File: config.mk
export PLATFORM = sky130hd
export DESIGN_NAME = pipe_perf_monitor
export DESIGN_NICKNAME = d
export VERILOG_FILES = /design/src/rtl/perf_mon_pkg.sv /design/src/rtl/perf_event_counter.sv /design/src/rtl/pipe_perf_monitor.sv
export SDC_FILE = /design/constraint.sdc
export NUM_CORES = 1
export LEC_CHECK = 0
export ABC_CLOCK_PERIOD_IN_PS = 3150
export BUFFER_PORTS_ARGS = -buffer_cell sky130_fd_sc_hd__buf_4
export CELL_PAD_IN_SITES_DETAIL_PLACEMENT = 1
export CELL_PAD_IN_SITES_GLOBAL_PLACEMENT = 1
export CORE_UTILIZATION = 40
export CTS_CLUSTER_SIZE = 8
export DETAILED_ROUTE_END_ITERATION = 7
export PLACE_DENSITY = 0.73
export SLEW_MARGIN = 20
export SYNTH_ARGS = -nofsm -noshare
export SYNTH_HDL_FRONTEND = slang
export SYNTH_SLANG_ARGS = --single-unit
File: constraint.sdc
create_clock -name clk_i -period 3.15 [get_ports clk_i]
set_input_delay 0.315 -clock clk_i [delete_from_list [all_inputs] [get_ports clk_i]]
set_output_delay 0.315 -clock clk_i [all_outputs]
set_load 0.02 [all_outputs]
File: src/rtl/perf_mon_pkg.sv
// Shared types and constants for the pipeline performance monitor.
package perf_mon_pkg;

  // Monitor FSM: wait for start, count, then hold results until cleared.
  typedef enum logic [1:0] {
    PM_IDLE = 2'd0,
    PM_RUN  = 2'd1,
    PM_DONE = 2'd2
  } pm_state_t;

  localparam int PM_NUM_EVENTS_DEF = 4;
  localparam int PM_CNT_W_DEF      = 32;

  // Width of the readout channel select.
  localparam int PM_SEL_W = 4;

endpackage

File: src/rtl/perf_event_counter.sv
// One CNT_W event counter with synchronous clear, selectable
// saturate/wrap behaviour on overflow and a sticky overflow flag.
module perf_event_counter #(
  parameter int CNT_W    = 32,
  parameter bit SATURATE = 1'b1
) (
  input  logic             clk_i,
  input  logic             rst_i,
  input  logic             clear_i,
  input  logic             inc_i,
  output logic [CNT_W-1:0] count_o,
  output logic             overflow_o
);

  logic [CNT_W-1:0] r_count;
  logic             r_ovf;
  logic             w_at_max;
  logic [CNT_W-1:0] w_next;

  assign w_at_max = &r_count;

  // Value after one increment: all-ones either sticks or rolls over to zero.
  always_comb begin
    // NOTE: every combinational output gets a default first, so no path leaves it unassigned and no latch is inferred.
    w_next = r_count + CNT_W'(1);
    if (w_at_max) begin
      w_next = SATURATE ? '1 : '0;
    end
  end

  // Counter and sticky flag; clear has the same effect as reset.
  always_ff @(posedge clk_i) begin
    // NOTE: sequential state uses non-blocking assignments so every register samples pre-edge values.
    if (rst_i || clear_i) begin
      r_count <= '0;
      r_ovf   <= 1'b0;
    end else if (inc_i) begin
      r_count <= w_next;
      if (w_at_max) begin
        r_ovf <= 1'b1;
      end
    end
  end

  assign count_o    = r_count;
  assign overflow_o = r_ovf;

endmodule

File: src/rtl/pipe_perf_monitor.sv
// Pipeline event monitor: counts run cycles and per-channel hazard events
// while enabled, stops at a programmable cycle limit, and exposes one
// selected counter through a registered readout port.
module pipe_perf_monitor
  import perf_mon_pkg::*;
#(
  parameter int NUM_EVENTS = PM_NUM_EVENTS_DEF,
  parameter int CNT_W      = PM_CNT_W_DEF,
  parameter bit SATURATE   = 1'b1
) (
  input  logic                  clk_i,
  input  logic                  rst_i,
  input  logic                  start_i,
  input  logic                  clear_i,
  input  logic [NUM_EVENTS-1:0] event_i,
  input  logic [NUM_EVENTS-1:0] en_mask_i,
  input  logic [CNT_W-1:0]      cycle_limit_i,
  input  logic [PM_SEL_W-1:0]   sel_i,
  output logic [CNT_W-1:0]      count_o,
  output logic [CNT_W-1:0]      cycles_o,
  output logic [NUM_EVENTS-1:0] overflow_o,
  output logic                  running_o,
  output logic                  done_o
);

  pm_state_t        r_state;
  pm_state_t        w_state_next;
  logic             w_counted;
  logic             w_limit_hit;
  logic [CNT_W-1:0] w_cycles;
  logic [CNT_W-1:0] w_cycles_next;
  logic [CNT_W-1:0] w_ev_count [NUM_EVENTS];
  logic [CNT_W-1:0] w_sel_val;
  logic [CNT_W-1:0] r_count;

  // A cycle is counted only in RUN with the run enable high; otherwise paused.
  assign w_counted = (r_state == PM_RUN) && start_i;

  // Value the cycle counter takes on this counted cycle, used for the limit compare.
  always_comb begin
    w_cycles_next = w_cycles + CNT_W'(1);
    if (&w_cycles) begin
      w_cycles_next = SATURATE ? '1 : '0;
    end
  end

  // The limit is sampled live, so lowering it below the count stops on the next counted cycle.
  assign w_limit_hit = w_counted && (cycle_limit_i != '0) && (w_cycles_next >= cycle_limit_i);

  // FSM next state: clear overrides everything, DONE is left only by clear.
  always_comb begin
    w_state_next = r_state;
    if (clear_i) begin
      w_state_next = PM_IDLE;
    end else begin
      unique case (r_state)
        PM_IDLE: if (start_i)     w_state_next = PM_RUN;
        PM_RUN:  if (w_limit_hit) w_state_next = PM_DONE;
        PM_DONE: w_state_next = PM_DONE;
        default: w_state_next = PM_IDLE;
      endcase
    end
  end

  // FSM state register.
  always_ff @(posedge clk_i) begin
    if (rst_i) begin
      r_state <= PM_IDLE;
    end else begin
      r_state <= w_state_next;
    end
  end

  // Cycle counter; its overflow flag has no consumer.
  perf_event_counter #(
    .CNT_W    (CNT_W),
    .SATURATE (SATURATE)
  ) u_cycle_cnt (
    .clk_i      (clk_i),
    .rst_i      (rst_i),
    .clear_i    (clear_i),
    .inc_i      (w_counted),
    .count_o    (w_cycles),
    .overflow_o ()
  );

  // One counter per event channel, gated by its mask bit.
  for (genvar k = 0; k < NUM_EVENTS; k++) begin : g_evt
    perf_event_counter #(
      .CNT_W    (CNT_W),
      .SATURATE (SATURATE)
    ) u_evt_cnt (
      .clk_i      (clk_i),
      .rst_i      (rst_i),
      .clear_i    (clear_i),
      .inc_i      (w_counted && event_i[k] && en_mask_i[k]),
      .count_o    (w_ev_count[k]),
      .overflow_o (overflow_o[k])
    );
  end

  // Readout select: channels that do not exist read as zero.
  always_comb begin
    w_sel_val = '0;
    for (int k = 0; k < NUM_EVENTS; k++) begin
      if (sel_i == PM_SEL_W'(k)) begin
        w_sel_val = w_ev_count[k];
      end
    end
  end

  // Readout register, zeroed with the counters on clear.
  always_ff @(posedge clk_i) begin
    if (rst_i || clear_i) begin
      r_count <= '0;
    end else begin
      r_count <= w_sel_val;
    end
  end

  assign count_o   = r_count;
  assign cycles_o  = w_cycles;
  assign running_o = (r_state == PM_RUN);
  assign done_o    = (r_state == PM_DONE);

endmodule

== Yosys cells after proc, flatten, opt, wreduce, memory -nomap -nowiden ==
Cells that the tools add are included.

* Input port bits: 48
* Bits in registers: 198
* Output and inout port bits: 70
* Logic and storage cells: 62

* Equality and inequality tests: 7
* Add/sub/neg operators: 5
* Multiplexer cells: 12
* Order comparisons: 1
* Reductions and logical operators: 26

{| class="wikitable"
|+ Operators with widths
! kind !! number
|-
| $mux W32 || 9
|-
| $add A32 B1 Y32 const B || 5
|-
| $reduce_and A32 Y1 || 5
|-
| $reduce_and A33 Y1 || 4
|-
| $ge A32 B32 Y1 || 1
|-
| $reduce_bool A32 Y1 || 1
|-
| $logic_and A1 B1 Y1 || 11
|-
| $eq A4 B2 Y1 const B || 2
|-
| $pmux W2 S3 || 1
|-
| $eq A4 B1 Y1 const B || 1
|-
| $logic_not A4 Y1 || 1
|-
| $mux W2 || 2
|-
| $eq A2 B1 Y1 const B || 1
|-
| $eq A2 B2 Y1 const B || 1
|-
| $logic_not A2 Y1 || 1
|-
| $ne A2 B1 Y1 const B || 1
|-
| $ne A2 B2 Y1 const B || 1
|-
| $reduce_and A2 Y1 || 1
|-
| $reduce_or A2 Y1 || 1
|-
| $logic_or A1 B1 Y1 || 1
|}

== Longest topological paths before layout ==
* Depth after elaboration: 6
* Depth in mapped cells: 17
* Gate-level depth less buffers: 14

== By module ==
From an unflattened synthesis, not the netlist that was laid out.

* Cell total of the unflattened synthesis: 1416
* Area total of the unflattened synthesis: 12385.6 sq um

{| class="wikitable"
|+ By module, submodules not included
! module !! area each (sq um) !! cells an instance !! times used
|-
| perf_event_counter || 1795.5 || 208 || 5
|-
| pipe_perf_monitor || 3408.3 || 376 || 1
|}

== Worst setup path after synthesis ==
No wires, ideal clock.

* Kind: reg-to-reg
* Start point: register u_cycle_cnt.r_count[0] (netlist: u_cycle_cnt.count_o[0])
* End point: register r_state[0]
* Path buffers: 3
* Data arrival time: 3415 ps
* Stages on the path, launching flop included: 18
* Path slack: -393 ps
* Cells stage by stage: dfxtp_1 > ha_1 > and3_1 > buf_2 > and4_1 > buf_2 > and2_1 > buf_2 > nand2_1 > nor2_1 > mux2_2 > ha_1 > nand4_1 > nor4_1 > o311ai_0 > a31oi_1 > a31oi_1 > mux2i_1

* Cells in the longest elaborated chain, start to end: 6
* Elaborated cells between the ends (all ways): 7

{| class="wikitable"
|+ Ends and longest elaborated chain
! item !! RTL line !! source
|-
| start: declaration || perf_event_counter.sv:15 || <nowiki>logic [CNT_W-1:0] r_count;</nowiki>
|-
| start signal: assignment || perf_event_counter.sv:38 || <nowiki>r_count <= w_next;</nowiki>
|-
| $add A32 B1 Y32 or $reduce_and A32 Y1 (tied branches) || n/a ||
|-
| $mux W32 (*) || n/a ||
|-
| named net u_cycle_cnt.w_next[30] || perf_event_counter.sv:18 || <nowiki>logic [CNT_W-1:0] w_next;</nowiki>
|-
| $ge A32 B32 Y1 (*) || pipe_perf_monitor.sv:48 || <nowiki>assign w_limit_hit = w_counted && (cycle_limit_i != '0) && (w_cycles_next >= cycle_limit_i);</nowiki>
|-
| $logic_and A1 B1 Y1 (*) || pipe_perf_monitor.sv:48 ||
|-
| $ne A2 B1 Y1 (no line) (*) || n/a ||
|-
| $reduce_and A2 Y1 (no line) (*) || n/a ||
|-
| end signal: assignment || pipe_perf_monitor.sv:70 || <nowiki>r_state <= w_state_next;</nowiki>
|-
| end: declaration || pipe_perf_monitor.sv:26 || <nowiki>pm_state_t r_state;</nowiki>
|}

The timed path passes the listed nets; every way through them passes the cells marked *.
A chain may end at the register's enable or synchronous reset.

== Worst setup path in the final report ==
* Start point: register u_cycle_cnt.r_count[13] (netlist: u_cycle_cnt.count_o[13])
* End point: register r_state[1]

The elaborated chain is that of the path after synthesis.

==> results.py <==
metrics = {
    "placed_design": {
        "place_area_um2": 12100,
        "globalplace.congestion": 0.847,
        "dp_cells": 1723,
        "place.port_buffers": 117,
        "dp_hpwl_mm": 25.9,
    },
    "floorplanning": {
        "floorplan.core_area_um2": 26000,
        "die_h_um": 164,
        "dieWidth_um": 164,
        "initial_utilization_pct": 40.6,
        "fp.dieArea_um2": 27000,
        "fp-row-count": 59,
        "io_pins": 118,
    },
    "timing": {
        "rsz0062_at_grt": "yes",
        "final_max_slew_viol_count": 0,
        "sum_of_negative_setup_slack_ns": -0.132,
        "setup_violations": 2,
        "transition_time_at_the_pin_with_the_least_slew_margin_ns": 1.10,
        "slew_headroom_pct": 26.8,
        "clock.fmax_ghz": 0.310,
        "worst_hold_margin_ns": 0.378,
        "layout_min_cycle_time_ns": 3.22,
        "finalWorstSetupSlack_ns": -0.0709,
        "timing.final.crit_share_pct": 102,
        "hold_viol_final": 0,
        "clock_skew_ns": 0.0155,
    },
    "final_layout": {
        "antenna_cells": 0,
        "layout-drive-gt1-share_pct": 19.5,
        "postLayoutCellArea_um2": 12900,
        "layoutNonFillerInstCount": 1763,
        "syn2layout_area_growth_pct": 22.4,
        "final_core_utilization_pct": 49.7,
        "finalNetCount": 1504,
    },
    "power": {
        "power_density_nw_per_um2": 383,
        "cellLeakagePower_nw": 4.92,
        "ir_worst_vdd_v": 0.000324,
    },
    "detailed_routing": {
        "drt_first_pass_iters": 5,
        "dr_total_vias": 10184,
        "ant_nets": 0,
        "post_drt_via_cell_ratio": 5.78,
        "drt_first_iter_violations": 720,
        "totalWireLength_mm": 34.7,
        "drt-wirelength-per-cell_um": 19.7,
        "route.detailed.drc": 0,
    },
    "clocking": {
        "htree_num_levels": 4,
        "holdBufCountCts": 0,
        "clkSlewWorstSetupHoldPaths_ns": 0.08,
        "cts.sinks": 198,
        "clk_root_buffer_cell": "clkbuf_16",
        "cts_max_path_buffers": 2,
        "worstSkewPairLatency_ns": 0.43,
        "cts_inserted_buffers": 17,
        "tritoncts_clock_tree": "yes",
    },
    "logic_synthesis": {
        "synth_area_leader_cell": "dfxtp_1",
        "synthTopCellsByArea": "dfxtp_1 (38%), a21oi_1 (7.9%), xor2_1 (5.5%)",
        "synth_fp_nets": 1369,
        "synth_top_cell_area_share_pct": 37.6,
        "yosys_most_used_dff": "dfxtp_1",
        "syn-instance-count": 1280,
        "synth_most_common_cell": "dfxtp_1",
        "postSynth.asyncResetShare_pct": 0,
        "synthesis.yosys.warnings": 0,
        "synth_edf_count": 0,
        "postSynthAreaPerCell_um2": 8.24,
        "ys_top_cells_by_count": "dfxtp_1 (198), a21oi_1 (167), nand2_1 (100), nand3_1 (78), nor2_1 (76)",
        "synth.yosys.seq_area_share_pct": 37.6,
        "synth.lib_cells_used.distinct": 54,
        "ys_ff_latch": 198,
        "post_syn_area_um2": 10500,
    },
    "global_route": {
        "antenna_found_initial": 0,
        "global_route.usage.total_pct": 25.6,
        "grt_max_degree": 60,
        "first_global_vias": 10109,
        "globalRoute.totalOverflow": 0,
        "grt_first_pass_wirelength_mm": 54.0,
    },
    "worst_hold_path": {
        "hold_path_class": "input pin to register",
    },
    "setup_path": {
        "cp.buffers_inverters": 1,
        "crit_slowest_cell": "nor4_4",
        "timing.critical_path.required_ns": 3.45,
        "cp.arrival_ns": 3.52,
        "critical_path.max_stage_delay_ns": 0.38,
        "path_cells": "nand4_1 -> nor4_4 -> buf_4 -> and2_4 -> nand2_4 -> nor2_4 -> mux2_4 -> ha_4 -> nand4_1 -> nor4_1 -> o311ai_1 -> a31oi_1 -> a31oi_2 -> mux2i_1",
        "worstSetupPathType": "register to register",
        "critical_path.top_delay_family": "simple AND/OR/NAND/NOR gates",
        "cp-end-kind": "register",
        "worst_setup_path_start_kind": "register",
        "crit_path_max_fanout": 5,
        "path_common_cell": "nand4_1",
    },
    "job": {
        "number_of_max_capacitance_violations_reported": 0,
    },
    "status": {
        "status": "finished with violations",
        "violations": "negative setup slack",
    },
}
## path summary, 6_finish.rpt
kind                                                                  from                                         end  slack (ns)  cells past startpoint
worst min register to register  g_evt[1].u_evt_cnt.overflow_o$_SDFFE_PP0P_  g_evt[1].u_evt_cnt.overflow_o$_SDFFE_PP0P_        0.45                      2
worst min-delay path                                            event_i[1]  g_evt[1].u_evt_cnt.count_o[0]$_SDFFE_PP0P_        0.38                      5
worst max-delay path                  u_cycle_cnt.count_o[13]$_SDFFE_PP0P_                     r_state[1]$_SDFFE_PP0P_       -0.07                     14
worst max register to register        u_cycle_cnt.count_o[13]$_SDFFE_PP0P_                     r_state[1]$_SDFFE_PP0P_       -0.07                     14
## cell type report
cell class              instances  area, µm²
fillers                      3121      13100
multi-input cells             950       6200
flip-flops and latches        198       3980
repair buffers                198       1530
clock buffers                  20        458
well taps                     335        419
inverters                      50        188
clock inverters                12        133
## per-layer routing
| metal | part of all wire [%] | track usage, % | wire [µm] |
|---|---|---|---|
| met5 | 0 | 0 | 0 |
| met2 | 47 | 41.4 | 16200 |
| met4 | 1.7 | 7.24 | 607 |
| met1 | 47 | 35.3 | 16400 |
| met3 | 4.2 | 3.79 | 1470 |
## per-stage QoR
stage	setup slack [ns]	total power, W
after floorplan	0.0228	0.00267
after global placement	0.0736	0.00279
after detailed placement	-0.103	0.00279
after CTS	0.0127	0.00498
after global routing	-0.299	0.00509
final	-0.0709	0.00494
## kinds of logic after synthesis
logic type | Yosys count | synth area share [%]
AOI/OAI and AO/OA | 331 | 19.2
xor gates and xnor gates | 112 | 9.31
adders and majority gates | 41 | 4.87
buffers and inverters | 132 | 5.38
DFF | 198 | 37.6
muxes | 16 | 1.58
and+or+nand+nor | 450 | 22.0
## power by group
group,internal [W],switching (W),leakage (nW)
clock network,0.00111,0.00109,0.281
registers,0.00250,0.00000293,1.60
logic,0.0000849,0.000147,3.04
## flip-flops by register name, summed over array words and instances, names as in the netlist
signal                      cells
g_evt.u_evt_cnt.overflow_o      4
count_o                        32
u_cycle_cnt.count_o            32
g_evt.u_evt_cnt.count_o       128
r_state                         2
## worst reg2reg max path, cell delays in order, from the launching register on
cell,delay [ns]
dfxtp_2,0.34
nand4_1,0.21
nor4_4,0.38
buf_4,0.20
and2_4,0.19
nand2_4,0.07
nor2_4,0.12
mux2_4,0.31
ha_4,0.27
nand4_1,0.15
nor4_1,0.21
o311ai_1,0.15
a31oi_1,0.24
a31oi_2,0.10
mux2i_1,0.16
## layout by cell type, fill, tap and decap left out, drive strengths merged, types with 3 or more instances in the layout
cell type | Yosys | final
a211o | 4 | 4
a211oi | 8 | 8
a21o | 3 | 3
a21oi | 167 | 167
a22oi | 65 | 65
a311oi | 15 | 15
a31oi | 11 | 11
and2 | 11 | 11
and3 | 42 | 42
and4 | 19 | 19
buf | 25 | 197
clkbuf | 57 | 21
clkinv | 0 | 3
dfxtp | 198 | 198
ha | 41 | 41
inv | 50 | 57
mux2 | 5 | 5
mux2i | 11 | 11
nand2 | 101 | 101
nand2b | 4 | 4
nand3 | 79 | 79
nand4 | 49 | 49
nor2 | 76 | 76
nor2b | 3 | 3
nor3 | 28 | 28
nor4 | 17 | 17
nor4b | 4 | 4
o211a | 7 | 7
o21ai | 33 | 33
o22ai | 4 | 4
or2 | 6 | 6
or3 | 7 | 7
xnor2 | 46 | 46
xor2 | 66 | 66
## timing repair
item,CTS,global route
resized for setup,7,23
endpoints found under the hold margin,0,0
setup buffers,0,7
endpoints found under the setup margin,2,2
gates cloned,0,1
pin swaps,0,9
(Power assumes the default switching activity.)
